`config.mk`:
```
export PLATFORM = sky130hd
export DESIGN_NAME = serial_arith
export DESIGN_NICKNAME = d
export VERILOG_FILES = /design/src/rtl/serial_arith.sv
export SDC_FILE = /design/constraint.sdc
export NUM_CORES = 1
export LEC_CHECK = 0
export ABC_AREA = 1
export CORE_ASPECT_RATIO = 1.1
export CORE_MARGIN = 2
export CORE_UTILIZATION = 40
export CTS_BUF_LIST = sky130_fd_sc_hd__clkbuf_8
export DETAILED_ROUTE_END_ITERATION = 8
export GPL_TIMING_DRIVEN = 0
export PLACE_DENSITY_LB_ADDON = 0.25
export SLEW_MARGIN = 10
export SYNTH_ARGS = -nofsm -noshare
export SYNTH_HDL_FRONTEND = slang
export SYNTH_SLANG_ARGS = --single-unit
```
`constraint.sdc`:
```
create_clock -name clk -period 2 [get_ports clk]
set_input_delay 0.2 -clock clk [delete_from_list [all_inputs] [get_ports clk]]
set_output_delay 0.2 -clock clk [all_outputs]
set_load 0.005 [all_outputs]
```
`src/rtl/serial_arith.sv`:
```
// Bit-serial ADD/SUB/AND/OR unit: one 1-bit slice reused across a W-bit word,
// with a carry/borrow flop linking successive bits. Start/ready in, done pulse out.
module serial_arith #(
  parameter int W  = 8,
  parameter int CW = $clog2(W)
) (
  input  logic         clk,
  input  logic         rst_n,
  input  logic         start,
  input  logic [1:0]   op,
  input  logic [W-1:0] a,
  input  logic [W-1:0] b,
  input  logic         cin,
  output logic         ready,
  output logic         busy,
  output logic         done,
  output logic [W-1:0] y,
  output logic         cout
);

  localparam logic [1:0] S_IDLE = 2'd0;
  localparam logic [1:0] S_RUN  = 2'd1;
  localparam logic [1:0] S_DONE = 2'd2;

  localparam logic [1:0] OP_ADD = 2'b00;
  localparam logic [1:0] OP_SUB = 2'b01;
  localparam logic [1:0] OP_AND = 2'b10;

  logic [1:0]    state_q, state_d;
  logic [CW-1:0] cnt_q, cnt_d;
  logic          carry_q, carry_d;
  logic [W-1:0]  a_sh_q, a_sh_d;
  logic [W-1:0]  b_sh_q, b_sh_d;
  logic [1:0]    op_q, op_d;
  logic [W-1:0]  res_q, res_d;
  logic [W-1:0]  y_q, y_d;
  logic          cout_q, cout_d;

  logic slice_bit, slice_carry;

  // The single shared 1-bit slice.
  always_comb begin
    slice_bit   = a_sh_q[0] ^ b_sh_q[0] ^ carry_q;
    slice_carry = 1'b0;
    case (op_q)
      OP_ADD: slice_carry = (a_sh_q[0] & b_sh_q[0]) | (a_sh_q[0] & carry_q)
                          | (b_sh_q[0] & carry_q);
      OP_SUB: slice_carry = (~a_sh_q[0] & b_sh_q[0]) | (~a_sh_q[0] & carry_q)
                          | (b_sh_q[0] & carry_q);
      OP_AND: slice_bit   = a_sh_q[0] & b_sh_q[0];
      default: slice_bit  = a_sh_q[0] | b_sh_q[0];
    endcase
  end

  always_comb begin
    // NOTE: every _d gets its hold value first so no path leaves it unassigned,
    // which would otherwise infer a latch.
    state_d = state_q;
    cnt_d   = cnt_q;
    carry_d = carry_q;
    a_sh_d  = a_sh_q;
    b_sh_d  = b_sh_q;
    op_d    = op_q;
    res_d   = res_q;
    y_d     = y_q;
    cout_d  = cout_q;

    case (state_q)
      S_RUN: begin
        a_sh_d  = a_sh_q >> 1;
        b_sh_d  = b_sh_q >> 1;
        res_d   = {slice_bit, res_q[W-1:1]};
        carry_d = slice_carry;
        cnt_d   = cnt_q + CW'(1);
        if (cnt_q == CW'(W - 1)) begin
          state_d = S_DONE;
          y_d     = {slice_bit, res_q[W-1:1]};
          cout_d  = slice_carry;
        end
      end
      default: begin
        // IDLE and DONE both accept a new request.
        state_d = S_IDLE;
        if (start) begin
          state_d = S_RUN;
          a_sh_d  = a;
          b_sh_d  = b;
          op_d    = op;
          carry_d = op[1] ? 1'b0 : cin;
          cnt_d   = '0;
        end
      end
    endcase
  end

  // NOTE: sequential state uses non-blocking assignments so every flop samples
  // the pre-edge values regardless of statement order.
  always_ff @(posedge clk or negedge rst_n) begin
    if (!rst_n) begin
      state_q <= S_IDLE;
      cnt_q   <= '0;
      carry_q <= 1'b0;
      a_sh_q  <= '0;
      b_sh_q  <= '0;
      op_q    <= OP_ADD;
      res_q   <= '0;
      y_q     <= '0;
      cout_q  <= 1'b0;
    end else begin
      state_q <= state_d;
      cnt_q   <= cnt_d;
      carry_q <= carry_d;
      a_sh_q  <= a_sh_d;
      b_sh_q  <= b_sh_d;
      op_q    <= op_d;
      res_q   <= res_d;
      y_q     <= y_d;
      cout_q  <= cout_d;
    end
  end

  assign ready = (state_q != S_RUN);
  assign busy  = (state_q == S_RUN);
  assign done  = (state_q == S_DONE);
  assign y     = y_q;
  assign cout  = cout_q;

endmodule

```
; ---- Word-level counts from Yosys, hierarchy flattened
; Cells that the tools add are included.
[word_totals]
ff_bits = 41
inputBits = 22
word_cells = 50
[op_classes]
n_mux = 14
n_addsub = 1
n_bitwise = 14
n_reduce_logical = 5
n_eq_ne = 7
[ops]
columns = operator, count
row1 = $mux W8, 4
row2 = $mux W3, 2
row3 = $and A1 B1 Y1, 5
row4 = $or A1 B1 Y1, 5
row5 = $eq A2 B1 Y1 const B, 2
row6 = $eq A2 B2 Y1 const B, 2
row7 = $mux W1, 4
row8 = $mux W2, 2
row9 = $ne A2 B1 Y1 const B, 2
row10 = $pmux W1 S2, 2
row11 = $reduce_and A2 Y1, 2
row12 = $add A3 B1 Y3 const B, 1
row13 = $eq A3 B3 Y1 const B, 1
row14 = $logic_not A2 Y1, 1
row15 = $not A1 Y1, 2
row16 = $reduce_bool A2 Y1, 1
row17 = $reduce_or A2 Y1, 1
row18 = $xor A1 B1 Y1, 2

; ---- Depth between registers and ports, before layout
; Gate-level depths: netlist of run 1.
[depth]
depth_word = 6
mapped_depth = 8

; ---- Worst setup path after synthesis of run 1
; OpenSTA, ideal clock, no wires.
[synth_path]
kind = reg-to-reg
from = register cnt_q[0]
to = register y_q[6] (netlist: y[6])
t_arrival_ns = 1.146
required_time_ns = 1.924
path_buffers = 1
stages_incl_launch_ff = 7
synth_period_minus_slack_ns = 1.223
path_slack_ns = 0.777
path_cell_list = dfrtp_1 > ha_1 > ha_1 > nand2_2 > buf_2 > nand2_1 > o21ai_1
[synth_via]
elab_chain_len = 2
[synth_rtl]
columns = item, line
row1 = start: declaration, 30  ; logic [CW-1:0] cnt_q, cnt_d;
row2 = start signal: assignment, 111  ; cnt_q <= cnt_d;
row3 = $eq A3 B3 Y1, 75  ; if (cnt_q == CW'(W - 1)) begin
row4 = $reduce_and A2 Y1 (no source line), n/a
row5 = end signal: assignment, 117  ; y_q <= y_d;
row6 = end: declaration, 36  ; logic [W-1:0] y_q, y_d;
; Every way passes these cells.
; A chain may end at the register's enable or synchronous reset.

; ---- Final worst setup path of run 1
[layout_path]
from = register state_q[1]
to = output busy
[layout_via]
elab_chain_len = 1
[layout_rtl]
columns = item, line
row1 = start: declaration, 29  ; logic [1:0] state_q, state_d;
row2 = start signal: assignment, 110  ; state_q <= state_d;
row3 = $eq A2 B1 Y1, 123  ; assign busy = (state_q == S_RUN);
row4 = end: declaration, 15  ; output logic busy,
; Every way passes these cells.

==> impl_metrics.py, run 1 <==
metrics = {
    "outcome": {
        "run_status": "complete, no violations",
    },
    "die": {
        "core_sq_mm": 0.00422,
        "die_x_um": 66.8,
        "initial_core_util_pct": 41.1,
        "die_area_sq_mm": 0.00488,
        "die_height_um": 73.1,
        "fp-row-count": 25,
        "ios": 34,
    },
    "logic_synthesis": {
        "netlist-cell-type-count": 19,
        "synth_top_cell_area_share_pct": 57.7,
        "synth_edf_count": 0,
        "yosys.area.top_type": "dfrtp_1",
        "yosysWarnings": 0,
        "synthArstFlopShare_pct": 100,
        "syn_inst": 195,
        "synth.most_common_cell": "nand2_1",
        "syn_area_sq_mm": 0.00174,
        "ys_dominant_reg_cell": "dfrtp_1",
        "avgSynthCellArea_sq_um": 8.90,
        "syn-num-nets": 222,
        "synthTopCellsByCount": "nand2_1 (75), dfrtp_1 (40), nand3_1 (17)",
        "ys_ff_latch": 40,
        "synth_area_leaders": "dfrtp_1 (58%), nand2_1 (16%), nand3_1 (4.9%)",
        "synth-seq-area-share_pct": 57.7,
    },
    "timing": {
        "slew_headroom_pct": 69.7,
        "max_freq_ghz": 0.548,
        "finalSetupTns_ps": 0,
        "finalCritPeriodShare_pct": 91.2,
        "finalHoldViolations": 0,
        "setup_viol": 0,
        "worst_pin_slew_ps": 454,
        "setup_slack_ps": 175,
        "fin_crit_ps": 1820,
        "rsz0062_at_grt": "no",
        "skew_ps": 3.22,
        "maxSlewViolCount": 0,
    },
    "setup_path": {
        "worstSetupPathType": "flip-flop to output pin",
        "crit_fanout": 10,
        "worst-path-buf-inv": 2,
        "path_cells": "nor2_4 -> buf_2 -> clkdlybuf4s50_1",
        "endpoint_kind": "output pin",
        "critPathLaunchType": "flip-flop",
        "cp_top_family": "buffers and inverters",
        "crit_required_ps": 1800,
        "critical_path_arrival_ps": 1620,
        "cpPeakStageDelay_ps": 530,
        "cp_slowest_cell": "clkdlybuf4s50_1",
    },
    "clock_network": {
        "tritoncts_num_sinks": 40,
        "hold_buffers": 1,
        "clk_latency_ps": 290,
        "cts_setup_buffers": 0,
        "post_cts_resized": 0,
        "cts_buffer_depth": 2,
        "cts_tree": "built",
        "cts_inserted_buffers": 5,
        "htreeDepth": 2,
        "clkTransAtPathRegs_ps": 70,
        "cts-root-buf": "clkbuf_8",
    },
    "detailed_routing": {
        "antenna_violating_nets_post_route": 0,
        "wl_um": 3310,
        "drtIter0Drc": 44,
        "first_pass_iters": 4,
        "via_per_inst": 4.61,
        "wire_per_inst_um": 11.3,
        "drc_errors": 0,
        "num_vias": 1345,
    },
    "layout": {
        "drive_gt1_share_pct": 9.24,
        "n_antenna_cell": 0,
        "area_delta_synth_final_pct": 30.0,
        "final_nets": 264,
    },
    "global_route": {
        "track_usage_pct": 15.8,
        "grt_pass1_vias": 1256,
        "grt_start_max_net_pins": 24,
        "grt_overflow": 0,
        "grt_pass1_wl_um": 5630,
        "antenna_found_initial": 0,
    },
    "power": {
        "p_leak_nw": 1.10,
        "switchingPower_w": 0.000991,
        "clkPwrFrac_pct": 18.0,
        "comb_power_share_pct": 37.3,
        "switching_share_pct": 34.0,
        "p_per_area_mw_per_mm2": 1290,
        "ir_drop_v": 0.000392,
        "p_int_w": 0.00193,
        "pwr-share-seq_pct": 44.6,
    },
    "place": {
        "post-place-ws_ps": 485,
        "place.gp.congestion": 0.795,
        "portBuffers": 33,
        "dp_hpwl_um": 2460,
    },
    "flow_run": {
        "maxCapViolCount": 0,
    },
    "worst_hold_path": {
        "hold_path.class": "input pin to async pin",
    },
}
==> layout make-up <==
cell class	instances	area [sq um]
Buffer	7	43.8
Clock buffer	6	82.6
Clock inverter	2	7.51
Fill cell	410	1970
Inverter	18	70.1
Multi-Input combinational cell	130	621
Sequential cell	40	1000
Tap cell	54	67.6
Timing Repair Buffer	35	363
==> final timing paths <==
check	startpoint	cells past startpoint	slack, ps	end
max in group asynchronous	rst_n	3	1130	a_sh_q[1]
min in group clk	b[5]	3	460	b_sh_q[5]
max reg2reg	cnt_q[0]	6	620	y[6]
min reg2reg	res_q[1]	2	470	y[0]
min	rst_n	2	400	y[3]
max	state_q[1]	3	180	busy
==> power by group through the flow <==
stage               sequential (W)  clock [W]  combinational [W]
detailed placement         0.00132          0            0.00111
floorplan                  0.00129          0           0.000682
global placement           0.00131          0            0.00108
global route               0.00135   0.000579            0.00126
finish                     0.00130   0.000526            0.00109
CTS                        0.00131   0.000549            0.00112
==> logic make-up after synthesis <==
group | count (synthesis) | synth area share, %
compound gates | 22 | 7.50
xor+xnor | 1 | 0.505
flops | 40 | 57.7
fa+ha+maj | 5 | 3.60
simple gates | 102 | 24.2
buf+inv | 25 | 6.56
==> through the flow <==
step	total power [W]	cells	utilization, %	cell area, sq um	hold WS [ps]
after floorplan	0.00197	195	-	1740	-95.6
after global placement	0.00239	282	50.5	2130	461
after detailed placement	0.00243	283	51.1	2160	177
after CTS	0.00297	292	53.4	2260	391
after global routing	0.00319	292	53.4	2260	445
final	0.00292	292	53.4	2260	401
==> layout by cell type (no fill, tap or decap), drive strengths merged <==
cell / netlist / routed
clkdlybuf4s50: 0 / 32
o211ai: 2 / 2
nor2: 7 / 7
a22o: 4 / 4
clkbuf: 0 / 6
xnor2: 1 / 1
a21oi: 1 / 1
inv: 18 / 20
nand2: 78 / 78
o21ai: 15 / 15
dlygate4sd3: 0 / 1
nand3: 17 / 17
buf: 7 / 9
dfrtp: 40 / 40
ha: 5 / 5
==> routing by layer <==
metal	share of wire, %	track usage [%]	wire [um]
met5	0	0	0
met4	1.9	6.12	63
met3	4.4	5.09	147
met2	46	24.2	1510
met1	48	20.8	1590
==> state kept, by name, indices dropped and copies added, names as in the netlist <==
signal and flops:
cnt_q 3, op_q 2, carry_q 1, a_sh_q 8, y 8, res_q 7
cout 1, b_sh_q 8, state_q 2
Power figures use the tool's default switching activity.
==> run 2: changes to the inputs <==
--- a/config.mk
+++ b/config.mk
@@ -6,7 +6,7 @@
 export NUM_CORES = 1
 export LEC_CHECK = 0
 export ABC_AREA = 1
-export CORE_ASPECT_RATIO = 1.1
+export CORE_ASPECT_RATIO = 2
 export CORE_MARGIN = 2
 export CORE_UTILIZATION = 40
 export CTS_BUF_LIST = sky130_fd_sc_hd__clkbuf_8
==> impl_metrics.py, run 2 (synthesis results as in run 1) <==
metrics = {
    "detailed_routing": {
        "antenna_violating_nets_post_route": 0,
        "met1_length_um": 1340,
        "wl_um": 3390,
        "drc_errors": 0,
        "wire_per_inst_um": 11.7,
        "dr_wl_met3_um": 120,
        "num_vias": 1374,
        "via_per_inst": 4.74,
        "highest_layer": "met4",
        "first_pass_iters": 4,
        "drtIter0Drc": 22,
        "wl_met2_um": 1840,
    },
    "layout": {
        "final_nets": 264,
        "n_antenna_cell": 0,
        "layout_commonest_cell": "nand2_1",
        "drive_gt1_share_pct": 10.1,
        "mostFrequentLayoutCells": "nand2_1 (75), dfrtp_1 (40), clkdlybuf4s50_1 (32)",
        "area_delta_synth_final_pct": 31.9,
        "final_area_sq_mm": 0.00229,
    },
    "timing": {
        "maxSlewViolCount": 0,
        "finalSetupTns_ps": 0,
        "slew_headroom_pct": 70.4,
        "finalHoldViolations": 0,
        "max_freq_ghz": 0.543,
        "worst_pin_slew_ps": 444,
        "setup_viol": 0,
        "rsz0062_at_grt": "no",
        "fin_crit_ps": 1840,
        "finalCritPeriodShare_pct": 92.1,
        "skew_ps": 7.21,
    },
    "setup_path": {
        "worstSetupPathType": "flip-flop to output pin",
        "startpoint": "state_q[1]",
        "critPathLaunchType": "flip-flop",
        "timing.rr.end": "y[6]",
        "crit_fanout": 10,
        "endpoint_kind": "output pin",
        "crit_required_ps": 1800,
        "endpoint": "busy",
        "cp_top_family": "buffers and inverters",
        "r2r_setup_slack_ps": 610,
        "timing.rr.start": "cnt_q[0]",
        "path_cells": "nor2_4 -> buf_2 -> clkdlybuf4s50_1",
        "cp_slowest_cell": "clkdlybuf4s50_1",
        "path_depth": 3,
        "worst-path-buf-inv": 2,
        "critical_path_arrival_ps": 1640,
        "ff2ff_path_depth": 6,
        "cpPeakStageDelay_ps": 530,
    },
    "die": {
        "initial_core_util_pct": 42.0,
        "ios": 34,
        "die_area_sq_mm": 0.00491,
        "die_height_um": 97.2,
        "fp-row-count": 33,
        "core_sq_mm": 0.00413,
        "die_x_um": 50.6,
    },
    "clock_network": {
        "cts_inserted_buffers": 5,
        "cts-root-buf": "clkbuf_8",
        "tritoncts_num_sinks": 40,
        "htreeDepth": 2,
        "post_cts_resized": 0,
        "cts_tree": "built",
        "clk_latency_ps": 300,
        "clkTransAtPathRegs_ps": 70,
        "cts_buffer_depth": 2,
    },
    "flow_run": {
        "maxCapViolCount": 0,
    },
    "global_route": {
        "grt_overflow": 0,
        "grt_pass1_vias": 1423,
        "antenna_found_initial": 0,
        "grt_start_max_net_pins": 24,
        "grt_pass1_wl_um": 6150,
        "track_usage_pct": 16.4,
    },
    "power": {
        "ir_drop_v": 0.00104,
        "p_leak_nw": 1.12,
        "p_per_area_mw_per_mm2": 1360,
    },
    "worst_hold_path": {
        "hold_path.class": "input pin to async pin",
    },
    "place": {
        "placed_cell_area_sq_mm": 0.00215,
        "portBuffers": 33,
        "dp_hpwl_um": 2590,
        "place.gp.congestion": 0.789,
    },
    "outcome": {
        "run_status": "complete, no violations",
    },
}
[run 2: cell types whose count changed in the layout (fill, tap and decap cells not counted), sizes merged]
cell	previous run	this run
bufinv	0	1
clkbuf	6	7
inv	20	18
[run 2: routing by layer]
| layer | vias up | track usage (%) |
|---|---|---|
| met5 | - | 0 |
| met4 | 0 | 8.94 |
| met3 | 8 | 2.31 |
| met2 | 32 | 29.9 |
| met1 | 637 | 17.3 |
| li1 | 697 | - |
[run 2: timing repair]
| action | 4_1_cts | 5_1_grt |
|---|---|---|
| hold buffers | 1 | 0 |
| setup buffers | 0 | 0 |
| hold endpoints to repair | 17 | 0 |
[run 2: worst reg2reg max path: cells and delay by family, from the launching register on]
family                     cells  cell delay (ps)
AOI/OAI and AO/OA              1               70
DFF                            1              400
adders and majority gates      2              390
buffers and inverters          1              240
and+or+nand+nor                2              220
[run 2: through the flow]
stage | setup slack [ps] | instances | hold WS, ps | power (W) | utilization [%]
3_5_place_dp | 476 | 281 | 168 | 0.00244 | 52.2
6_report | 158 | 290 | 373 | 0.00311 | 55.5
2_1_floorplan | 777 | 195 | -95.6 | 0.00197 | -
3_3_place_gp | -266 | 280 | 464 | 0.00240 | 51.6
4_1_cts | 140 | 290 | 387 | 0.00316 | 55.5
5_1_grt | 47.6 | 290 | 405 | 0.00338 | 55.5
[run 2: area by class of cell]
type	instances	area, sq um
multi-input combinational	130	621
clock buffer	7	96.3
clock inverter	1	30.0
timing repair buffer	35	363
buffer	7	43.8
fill	391	1840
sequential	40	1000
inverter	18	70.1
tap	52	65.1
[run 2: where the power goes]
part / internal [W] / leakage, nW / total, W / switching (W)
Combinational: 0.000533 / 0.536 / 0.00110 / 0.000565
Sequential: 0.00113 / 0.515 / 0.00131 / 0.000180
Clock: 0.000440 / 0.0645 / 0.000712 / 0.000272
Total: 0.00210 / 1.12 / 0.00311 / 0.00102
[run 2: worst min-delay path by stage]
stage           from         to  cells after the start
2_1_floorplan  rst_n  a_sh_q[0]                      0
3_3_place_gp    y[0]       y[0]                      2
3_5_place_dp   rst_n       y[6]                      1
4_1_cts        rst_n       y[6]                      2
5_1_grt        rst_n       y[6]                      2
6_report       rst_n       y[6]                      2
==> run 3: changes to the inputs <==
--- a/config.mk
+++ b/config.mk
@@ -13,7 +13,7 @@
 export DETAILED_ROUTE_END_ITERATION = 8
 export GPL_TIMING_DRIVEN = 0
 export PLACE_DENSITY_LB_ADDON = 0.25
-export SLEW_MARGIN = 10
+export SLEW_MARGIN = 15
 export SYNTH_ARGS = -nofsm -noshare
 export SYNTH_HDL_FRONTEND = slang
 export SYNTH_SLANG_ARGS = --single-unit
==> results of run 3 <==
Final layout, timing and power as in run 2 (identical DEF).
